File: src/rtl/uart_pkg.sv
// Shared UART definitions: receiver state encoding and default frame geometry.
// Used by the RX block, the TX block and the baud tick generator.
package uart_pkg;

  localparam int UART_OVER      = 16;
  localparam int UART_DATA_BITS = 8;

  typedef enum logic [2:0] {
    RX_IDLE,
    RX_START,
    RX_DATA,
    RX_PARITY,
    RX_STOP
  } rx_state_t;

endpackage

File: src/rtl/uart_rx_sync.sv
// Two-flop synchroniser for the asynchronous rx line, plus a registered
// falling-edge pulse taken from the synchronised sample and its predecessor.
module uart_rx_sync (
  input  logic i_clk,
  input  logic i_reset,
  input  logic i_rx,
  output logic o_rx_sync,
  output logic o_fall
);

  logic r_meta;
  logic r_sync;
  logic r_prev;
  logic r_fall;

  // Flops reset to the idle (high) level so reset never fakes a start edge.
  always_ff @(posedge i_clk) begin
    if (i_reset) begin
      r_meta <= 1'b1;
      r_sync <= 1'b1;
      r_prev <= 1'b1;
      r_fall <= 1'b0;
    end else begin
      r_meta <= i_rx;
      r_sync <= r_meta;
      r_prev <= r_sync;
      r_fall <= r_prev & ~r_sync;
    end
  end

  assign o_rx_sync = r_sync;
  assign o_fall    = r_fall;

endmodule

File: src/rtl/uart_rx_oversampled.sv
// Oversampling UART receiver with valid/ready output and framing/overrun errors.
// Define UART_RX_PARITY_EN to add a parity bit (rule chosen by PARITY_ODD).
module uart_rx_oversampled
  import uart_pkg::*;
#(
  parameter int DATA_BITS  = UART_DATA_BITS,
  parameter int OVER       = UART_OVER,
  parameter int PARITY_ODD = 0
) (
  input  logic                 i_clk,
  input  logic                 i_reset,
  input  logic                 i_oversample_tick,
  input  logic                 i_rx,
  output logic [DATA_BITS-1:0] o_rx_data,
  output logic                 o_rx_valid,
  input  logic                 i_rx_ready,
  output logic                 o_frame_err,
  output logic                 o_parity_err,
  output logic                 o_overrun,
  output logic                 o_busy
);

  localparam int TW = $clog2(OVER);
  localparam int BW = $clog2(DATA_BITS);
  localparam logic [TW-1:0] TMID  = TW'(OVER / 2 - 1);
  localparam logic [TW-1:0] TLAST = TW'(OVER - 1);
  localparam logic [BW-1:0] BLAST = BW'(DATA_BITS - 1);

  rx_state_t            r_state;
  rx_state_t            w_next;
  logic [TW-1:0]        r_tcnt;
  logic [BW-1:0]        r_bcnt;
  logic [DATA_BITS-1:0] r_shift;
  logic                 r_edgePend;
  logic                 w_rxSync;
  logic                 w_fall;
  logic                 w_midStart;
  logic                 w_bitEnd;
  logic                 w_shiftEn;
  logic                 w_complete;
  logic                 w_parErr;

  uart_rx_sync u_sync (
    .i_clk     (i_clk),
    .i_reset   (i_reset),
    .i_rx      (i_rx),
    .o_rx_sync (w_rxSync),
    .o_fall    (w_fall)
  );

  always_ff @(posedge i_clk) begin
    if (i_reset) r_state <= RX_IDLE;
    else         r_state <= w_next;
  end

  always_comb begin
    w_next = r_state;
    case (r_state)
      RX_IDLE:  if (i_oversample_tick && (r_edgePend || w_fall)) w_next = RX_START;
      RX_START: if (w_midStart) w_next = w_rxSync ? RX_IDLE : RX_DATA;
`ifdef UART_RX_PARITY_EN
      RX_DATA:   if (w_bitEnd && r_bcnt == BLAST) w_next = RX_PARITY;
      RX_PARITY: if (w_bitEnd) w_next = RX_STOP;
`else
      RX_DATA:   if (w_bitEnd && r_bcnt == BLAST) w_next = RX_STOP;
`endif
      RX_STOP:  if (w_bitEnd) w_next = RX_IDLE;
      default:  w_next = RX_IDLE;
    endcase
  end

  always_comb begin
    o_busy     = (r_state != RX_IDLE);
    w_midStart = i_oversample_tick && (r_state == RX_START) && (r_tcnt == TMID);
    w_bitEnd   = i_oversample_tick && (r_tcnt == TLAST);
    w_shiftEn  = w_bitEnd && (r_state == RX_DATA);
    w_complete = w_bitEnd && (r_state == RX_STOP);
  end

  // A falling edge only counts while idle; edges seen mid-frame are discarded.
  always_ff @(posedge i_clk) begin
    if (i_reset || r_state != RX_IDLE || i_oversample_tick) r_edgePend <= 1'b0;
    else if (w_fall)                                        r_edgePend <= 1'b1;
  end

  always_ff @(posedge i_clk) begin
    if (i_reset) begin
      r_tcnt  <= '0;
      r_bcnt  <= '0;
      r_shift <= '0;
    end else if (i_oversample_tick) begin
      if (r_state == RX_IDLE || w_midStart || r_tcnt == TLAST) r_tcnt <= '0;
      else                                                     r_tcnt <= r_tcnt + 1'b1;
      if (r_state != RX_DATA) r_bcnt <= '0;
      else if (w_bitEnd)      r_bcnt <= (r_bcnt == BLAST) ? '0 : r_bcnt + 1'b1;
      if (w_shiftEn) r_shift <= {w_rxSync, r_shift[DATA_BITS-1:1]};
    end
  end

`ifdef UART_RX_PARITY_EN
  logic r_parErr;

  always_ff @(posedge i_clk) begin
    if (i_reset) r_parErr <= 1'b0;
    else if (r_state == RX_PARITY && w_bitEnd)
      r_parErr <= (^r_shift) ^ w_rxSync ^ (PARITY_ODD != 0);
  end

  assign w_parErr = r_parErr;
`else
  assign w_parErr = 1'b0;
`endif

  // An unaccepted byte is never overwritten; the new frame is dropped instead.
  always_ff @(posedge i_clk) begin
    if (i_reset) begin
      o_rx_data    <= '0;
      o_rx_valid   <= 1'b0;
      o_frame_err  <= 1'b0;
      o_parity_err <= 1'b0;
      o_overrun    <= 1'b0;
    end else begin
      o_overrun <= 1'b0;
      if (w_complete) begin
        if (!o_rx_valid || i_rx_ready) begin
          o_rx_data    <= r_shift;
          o_rx_valid   <= 1'b1;
          o_frame_err  <= ~w_rxSync;
          o_parity_err <= w_parErr;
        end else begin
          o_overrun <= 1'b1;
        end
      end else if (o_rx_valid && i_rx_ready) begin
        o_rx_valid   <= 1'b0;
        o_frame_err  <= 1'b0;
        o_parity_err <= 1'b0;
      end
    end
  end

endmodule
File: config.mk
export PLATFORM = sky130hd
export DESIGN_NAME = uart_rx_oversampled
export DESIGN_NICKNAME = d
export VERILOG_FILES = /design/src/rtl/uart_pkg.sv /design/src/rtl/uart_rx_sync.sv /design/src/rtl/uart_rx_oversampled.sv
export SDC_FILE = /design/constraint.sdc
export NUM_CORES = 1
export LEC_CHECK = 0
export CORE_AREA = 3 3 59 61
export DETAILED_ROUTE_END_ITERATION = 10
export DIE_AREA = 0 0 62 64
export GPL_TIMING_DRIVEN = 0
export PLACE_DENSITY = 0.76
export SLEW_MARGIN = 15
export SYNTH_ARGS = -nofsm -noshare
export SYNTH_HDL_FRONTEND = slang
export SYNTH_SLANG_ARGS = --single-unit
File: constraint.sdc
create_clock -name i_clk -period 2.25 [get_ports i_clk]
set_clock_uncertainty 0.05 [all_clocks]
set_input_delay 0.5625 -clock i_clk [delete_from_list [all_inputs] [get_ports i_clk]]
set_output_delay 0.5625 -clock i_clk [all_outputs]
set_load 0.01 [all_outputs]
==> reports/qor.txt <==
fin area = 0.001679 mm^2
Peak VDD IR = 0.3660 mV
r2r setup slk = 270 ps
First DRT Iteration DRCs = 39
WL met2 = 1.366 mm
Area growth syn-to-layout = 23.80%
Syn Area/Cell = 9.042 um^2
TritonCTS Buffers = 5
synthesized cell area = 0.001356 mm^2
fmax = 0.4723 GHz
Design Power = 1104 uW
CTS Sinks = 34
die area = 0.003968 mm^2
Worst slew margin = 57.66%
Critical Path Fanout Max = 6
dpl hpwl = 1.961 mm
synthesized flop and latch total = 34
setup TNS = 0 ps
largest net degree at the start of global routing = 11
first-pass GRT wire length = 4.892 mm
DR top layer = met4
Chip Width = 62 um
Worst Path Arrival = 1500 ps
CTS clk-pin slew, worst paths = 100 ps
WS Path Type = reg -> out
placed cell areas = 0.001572 mm^2
Slew Viols, Final = 0
final instance count without filler cells = 219
Met3 Wirelength = 142 um
Rows = 20
Setup Slack @ Placement = -156.6 ps
CTS H-tree depth = 2
CTS hold repair buffers = 0
min-delay worst type = reg -> reg
fin worst setup slack = 132.7 ps
vias per cell = 5.242
share of cells above drive strength 1 = 10.29%
placed cell count = 210
syn_nets = 158
CP endpoint kind = output pin
clk buf depth = 2
Remaining DRCs = 0
Synth top area share = 50.18%
CTS root buf = clkbuf_4
Final Cycle Share = 94.10%
top cells by area, synth = dfxtp_1 (50%), mux2i_1 (5.9%), a21oi_1 (5.2%)
Routed WL per cell = 12.82 um
Multi-input gate area = 636.9 um^2
P_leak = 0.0005943 uW
Overall Global Routing Usage = 16.55%
initial antenna violation count = 0
Pre-Repair DR Iteration Count = 5
Ports = 18
TritonCTS clock tree = done
core area = 0.003028 mm^2
Worst Setup Start Kind = flop
status = finished clean
Final setup violation count = 0
DRT Wirelength = 2.807 mm
register cell area after layout = 680.7 um^2
Initial Util = 44.79%
min Tclk post-route = 2117 ps
FILL cells = 270
PwrDens = 657.4 mW/mm^2
Synth cell types = 35
die height = 64 um
Data required, critical path = 1640 ps
RD Place Congestion = 0.7866
grt ovf = 0
Seq/Total Area, Yosys = 50.18%
Slew @ Worst Pin = 631.6 ps
Synth area leader = dfxtp_1
Synth Warn # = 0
nets@finish = 183
diodes inserted = 0
IO Port Bufs = 16
Max Cap Viol = 0
vias = 1148
vias in the first global route = 1086
Final Hold Viols = 0
WL met1 = 1.241 mm
Gate Count Post-Synth = 150
Routed Antenna Nets = 0
Clock Latency Late Sink = 340 ps
[sequential cells by signal, indices dropped and copies added (netlist names)]
| name | count |
|---|---|
| u_sync.o_fall | 1 |
| o_rx_data | 8 |
| u_sync.r_meta | 1 |
| r_edgePend | 1 |
| u_sync.o_rx_sync | 1 |
| o_frame_err | 1 |
| o_overrun | 1 |
| r_shift | 8 |
| u_sync.r_prev | 1 |
| r_bcnt | 3 |
| r_state | 3 |
| o_rx_valid | 1 |
| r_tcnt | 4 |
[worst max-delay path, stage by stage (launching register included)]
cell and delay (ps):
dfxtp_1 390, nor3_4 230, inv_1 80, clkdlybuf4s50_1 480
[layer usage]
metal  vias up  GRT usage (%)
li1        576              -
met1       530          21.04
met2        35          25.26
met3         7          5.455
met4         0          6.631
met5         -              0
[report_power, final]
| group | internal (uW) | switching (uW) |
|---|---|---|
| logic | 16.4 | 20.7 |
| registers | 605 | 2.71 |
| clock network | 259 | 200 |
[layout by cell type, fill, tap and decap left out]
master and count:
nand4b_1 1, o22ai_1 1, nor2_1 18, nor4bb_1 1
and3_1 1, bufinv_16 1, conb_1 1, a311oi_1 1
a31oi_1 1, nor3_2 1, a32o_1 1, clkbuf_4 5
o21a_1 1, clkdlybuf4s50_1 16, o21ai_0 5, buf_2 1
clkbuf_8 1, and2_1 2, nor2_2 1, buf_4 4
or4b_1 1, a21oi_1 14, nor3_4 1, nand2b_1 3
dfxtp_1 34, or3b_1 1, inv_1 3, ha_1 3
nor2b_1 3, or2_2 2, a22oi_1 3, nand3_1 10
nand4_2 1, nor3_1 5, nand2_1 10, and4_1 1
clkbuf_1 5, mux2i_1 8, nor4_1 1, or3_1 2
[cell type report]
type / instances / area share [%]
repair buffers: 18 / 10.43
multi-input cells: 105 / 37.93
well taps: 44 / 3.279
flip-flops and latches: 34 / 40.54
clock buffers: 6 / 3.055
plain buffers: 8 / 2.310
inverters: 3 / 0.6706
clock inverters: 1 / 1.788
[path summary, 6_finish.rpt]
path | start | end | depth (start not counted)
hold reg to reg | u_sync.r_meta$_SDFF_PP1_ | u_sync.o_rx_sync$_SDFF_PP1_ | 1
hold / removal | u_sync.r_meta$_SDFF_PP1_ | u_sync.o_rx_sync$_SDFF_PP1_ | 1
setup reg to reg | r_tcnt[0]$_SDFFE_PP0P_ | o_frame_err$_SDFFE_PP0P_ | 5
setup / recovery | r_state[1]$_SDFFE_PP0P_ | o_busy | 3
[what timing repair did]
item | in CTS | in global routing
endpoints found under the hold margin | 0 | 0
endpoints found under the setup margin | 1 | 1
buffers inserted | 0 | 2
resized for setup | 2 | 0
gates cloned | 0 | 0
pin swaps | 0 | 1
[cells in the mapped netlist]
cell type / n
dfxtp_1: 34
nor2_1: 18
a21oi_1: 14
nand2_1: 10
nand3_1: 10
mux2i_1: 8
nor3_1: 6
clkbuf_1: 5
o21ai_0: 5
a22oi_1: 3
ha_1: 3
inv_1: 3
nand2b_1: 3
nor2b_1: 3
and2_1: 2
buf_4: 2
or2_2: 2
or3_1: 2
a311oi_1: 1
a31oi_1: 1
a32o_1: 1
and3_1: 1
and4_1: 1
buf_2: 1
conb_1: 1
nand4_2: 1
nand4b_1: 1
nor2_2: 1
nor3_2: 1
nor4_1: 1
nor4bb_1: 1
o21a_1: 1
o22ai_1: 1
or3b_1: 1
or4b_1: 1
[stage by stage]
| stage | utilization, % | hold WS, ps |
|---|---|---|
| after floorplan | - | 339.5 |
| after global placement | 51.90 | 344.5 |
| after detailed placement | 51.90 | 361.8 |
| after CTS | 54.96 | 386.3 |
| after global routing | 55.45 | 412.8 |
| final | 55.45 | 382.7 |
[logic make-up (layout without fill, tap and decap cells)]
group	Yosys count	after routing	synth area share (%)
AND/OR/NAND/NOR	66	66	25.65
flip-flops	34	34	50.18
AO/OA/AOI/OAI	27	27	11.53
buffers and inverters	11	36	3.689
adder cells (fa/ha/maj)	3	3	2.768
multiplexers	8	8	5.904
other	1	1	0.2765
Power figures use the tool's default switching activity.
==> RTL edit: new RTL, same flow settings <==
Register the output `o_parity_err` once more, without a reset; this adds one clock of latency there. The other outputs are not delayed to match.
--- a/src/rtl/uart_rx_oversampled.sv
+++ b/src/rtl/uart_rx_oversampled.sv
@@ -25,6 +25,8 @@
   localparam logic [TW-1:0] TMID  = TW'(OVER / 2 - 1);
   localparam logic [TW-1:0] TLAST = TW'(OVER - 1);
   localparam logic [BW-1:0] BLAST = BW'(DATA_BITS - 1);
+
+  logic o_parity_err_s0;
 
   rx_state_t            r_state;
   rx_state_t            w_next;
@@ -117,7 +119,7 @@
       o_rx_data    <= '0;
       o_rx_valid   <= 1'b0;
       o_frame_err  <= 1'b0;
-      o_parity_err <= 1'b0;
+      o_parity_err_s0 <= 1'b0;
       o_overrun    <= 1'b0;
     end else begin
       o_overrun <= 1'b0;
@@ -126,16 +128,20 @@
           o_rx_data    <= r_shift;
           o_rx_valid   <= 1'b1;
           o_frame_err  <= ~w_rxSync;
-          o_parity_err <= w_parErr;
+          o_parity_err_s0 <= w_parErr;
         end else begin
           o_overrun <= 1'b1;
         end
       end else if (o_rx_valid && i_rx_ready) begin
         o_rx_valid   <= 1'b0;
         o_frame_err  <= 1'b0;
-        o_parity_err <= 1'b0;
+        o_parity_err_s0 <= 1'b0;
       end
     end
   end
 
+  always_ff @(posedge i_clk) begin
+    o_parity_err <= o_parity_err_s0;
+  end
+
 endmodule
Check against the original RTL: same outputs for any inputs over 10 cycles, from zero or initial values and one cycle with i_reset high; that may be too few to reach the edited logic, so the function may still have changed.
==> RTL edit against the unedited design <==
Cell area up 4.8%; sequential cell count unchanged; register-to-register slack better by 0.21 ns; sequential share of layout area down 1.9 points; final cell count up 7.3%; wire length up 5.5%; count of clock-buffer cells in the layout up 1; worst setup slack better by 0.23 ns; area after synthesis up 8.5%; total power down 9.4%; first-iteration DRC count up 33%; critical path depth up 2; critical path type is now in -> reg; largest cell class is now multi-input gates; largest power group unchanged.
==> RTL edit: results <==
[status]
status = finished, final reports clean

[global_routing]
grt_pass1_wl_mm = 5.11
grt_util_all_layers_pct = 17.4
grt_pass1_vias = 1240

[cells_and_area]
seq-cell-share_pct = 38.7
multi_input_area_sq_um = 716
post_route_cells_drive_above_1_share_pct = 12.0
final_cells = 235
comb.multi_input.count = 116
clk_share_pct = 3.41

[synth]
synth.distinct_cells = 38
yosysSeqAreaShare_pct = 46.3
synthTopCellsByCount = 34 x dfxtp_1, 27 x nand2_1, 13 x o21ai_0, 12 x nand3_1, 11 x a21oi_1
syn_nets = 175
avgSynthCellArea_sq_um = 8.81
yosys-top-cells-area = dfxtp_1 46%, nand2_1 6.9%, mux2i_1 5.4%

[routing]
drt_iter0_markers = 52
dr.pass1.iters = 4
post_drt_wl_per_cell_microns = 12.6
vias_per_cell = 5.37

[pwr]
vdd_drop_max_mv = 0.335
cellLeakagePower_nw = 0.611
switchingPower_mw = 0.227

[placed_design]
hpwl_mm = 2.20
dpl_worst_slack_ns = -0.0166
place_area_sq_mm = 0.00169
dpl.cell_count = 227
place_congestion = 0.791

[setup_path]
startpoint = i_oversample_tick
arrival_ns = 2.04
## RTL edit: cell types whose count changed in the layout (fill, tap and decap cells not counted), sizes merged, moves of 3 or more
cell,change
nor2,-16
o21ai,+8
nor3,-4
nor3b,+3
nor2b,-3
nand2,+17
a21oi,-3
## RTL edit: worst paths after layout
check / to / slack [ns] / cells past startpoint
hold reg to reg: u_sync.o_rx_sync / 0.37 / 1
setup / recovery: r_tcnt[3] / 0.36 / 5
setup reg to reg: o_rx_data[7] / 0.48 / 5
hold / removal: u_sync.o_rx_sync / 0.37 / 1
## RTL edit: power groups by stage
stage                     clock network, mW  registers, mW  logic, mW
after floorplan                           0          0.620     0.0244
after global placement                    0          0.621     0.0399
after detailed placement                  0          0.621     0.0415
after CTS                             0.362          0.607     0.0423
after global routing                  0.391          0.608     0.0472
final                                 0.352          0.607     0.0419
## RTL edit: layer usage
layer	track usage (%)	share of wire, %	vias up	wire length [microns]
li1	-	-	637	-
met1	19.2	42	591	1260
met2	28.5	51	30	1500
met3	4.44	4.9	5	144
met4	10.6	2.0	0	58
met5	0	0	-	0
## RTL edit: stage by stage
stage	setup TNS (ns)	util, %	power [mW]
5_1_grt	0	58.1	1.05
2_1_floorplan	0	-	0.645
6_report	0	58.1	1.00
3_5_place_dp	-0.0166	55.7	0.662
4_1_cts	0	58.1	1.01
3_3_place_gp	0	55.7	0.661
## RTL edit: cells by family after synthesis
| kind of cell | synth area share, % |
|---|---|
| flops | 46.3 |
| buf+inv | 5.87 |
| compound gates | 15.2 |
| other cells | 0.255 |
| simple gates | 24.4 |
| mux | 5.44 |
| fa+ha+maj | 2.55 |
## RTL edit: critical path: stages
cell and delay [ns]:
clkdlybuf4s50_1 0.51, buf_2 0.21, nand4b_1 0.15, a211oi_1 0.45, a221oi_1 0.17
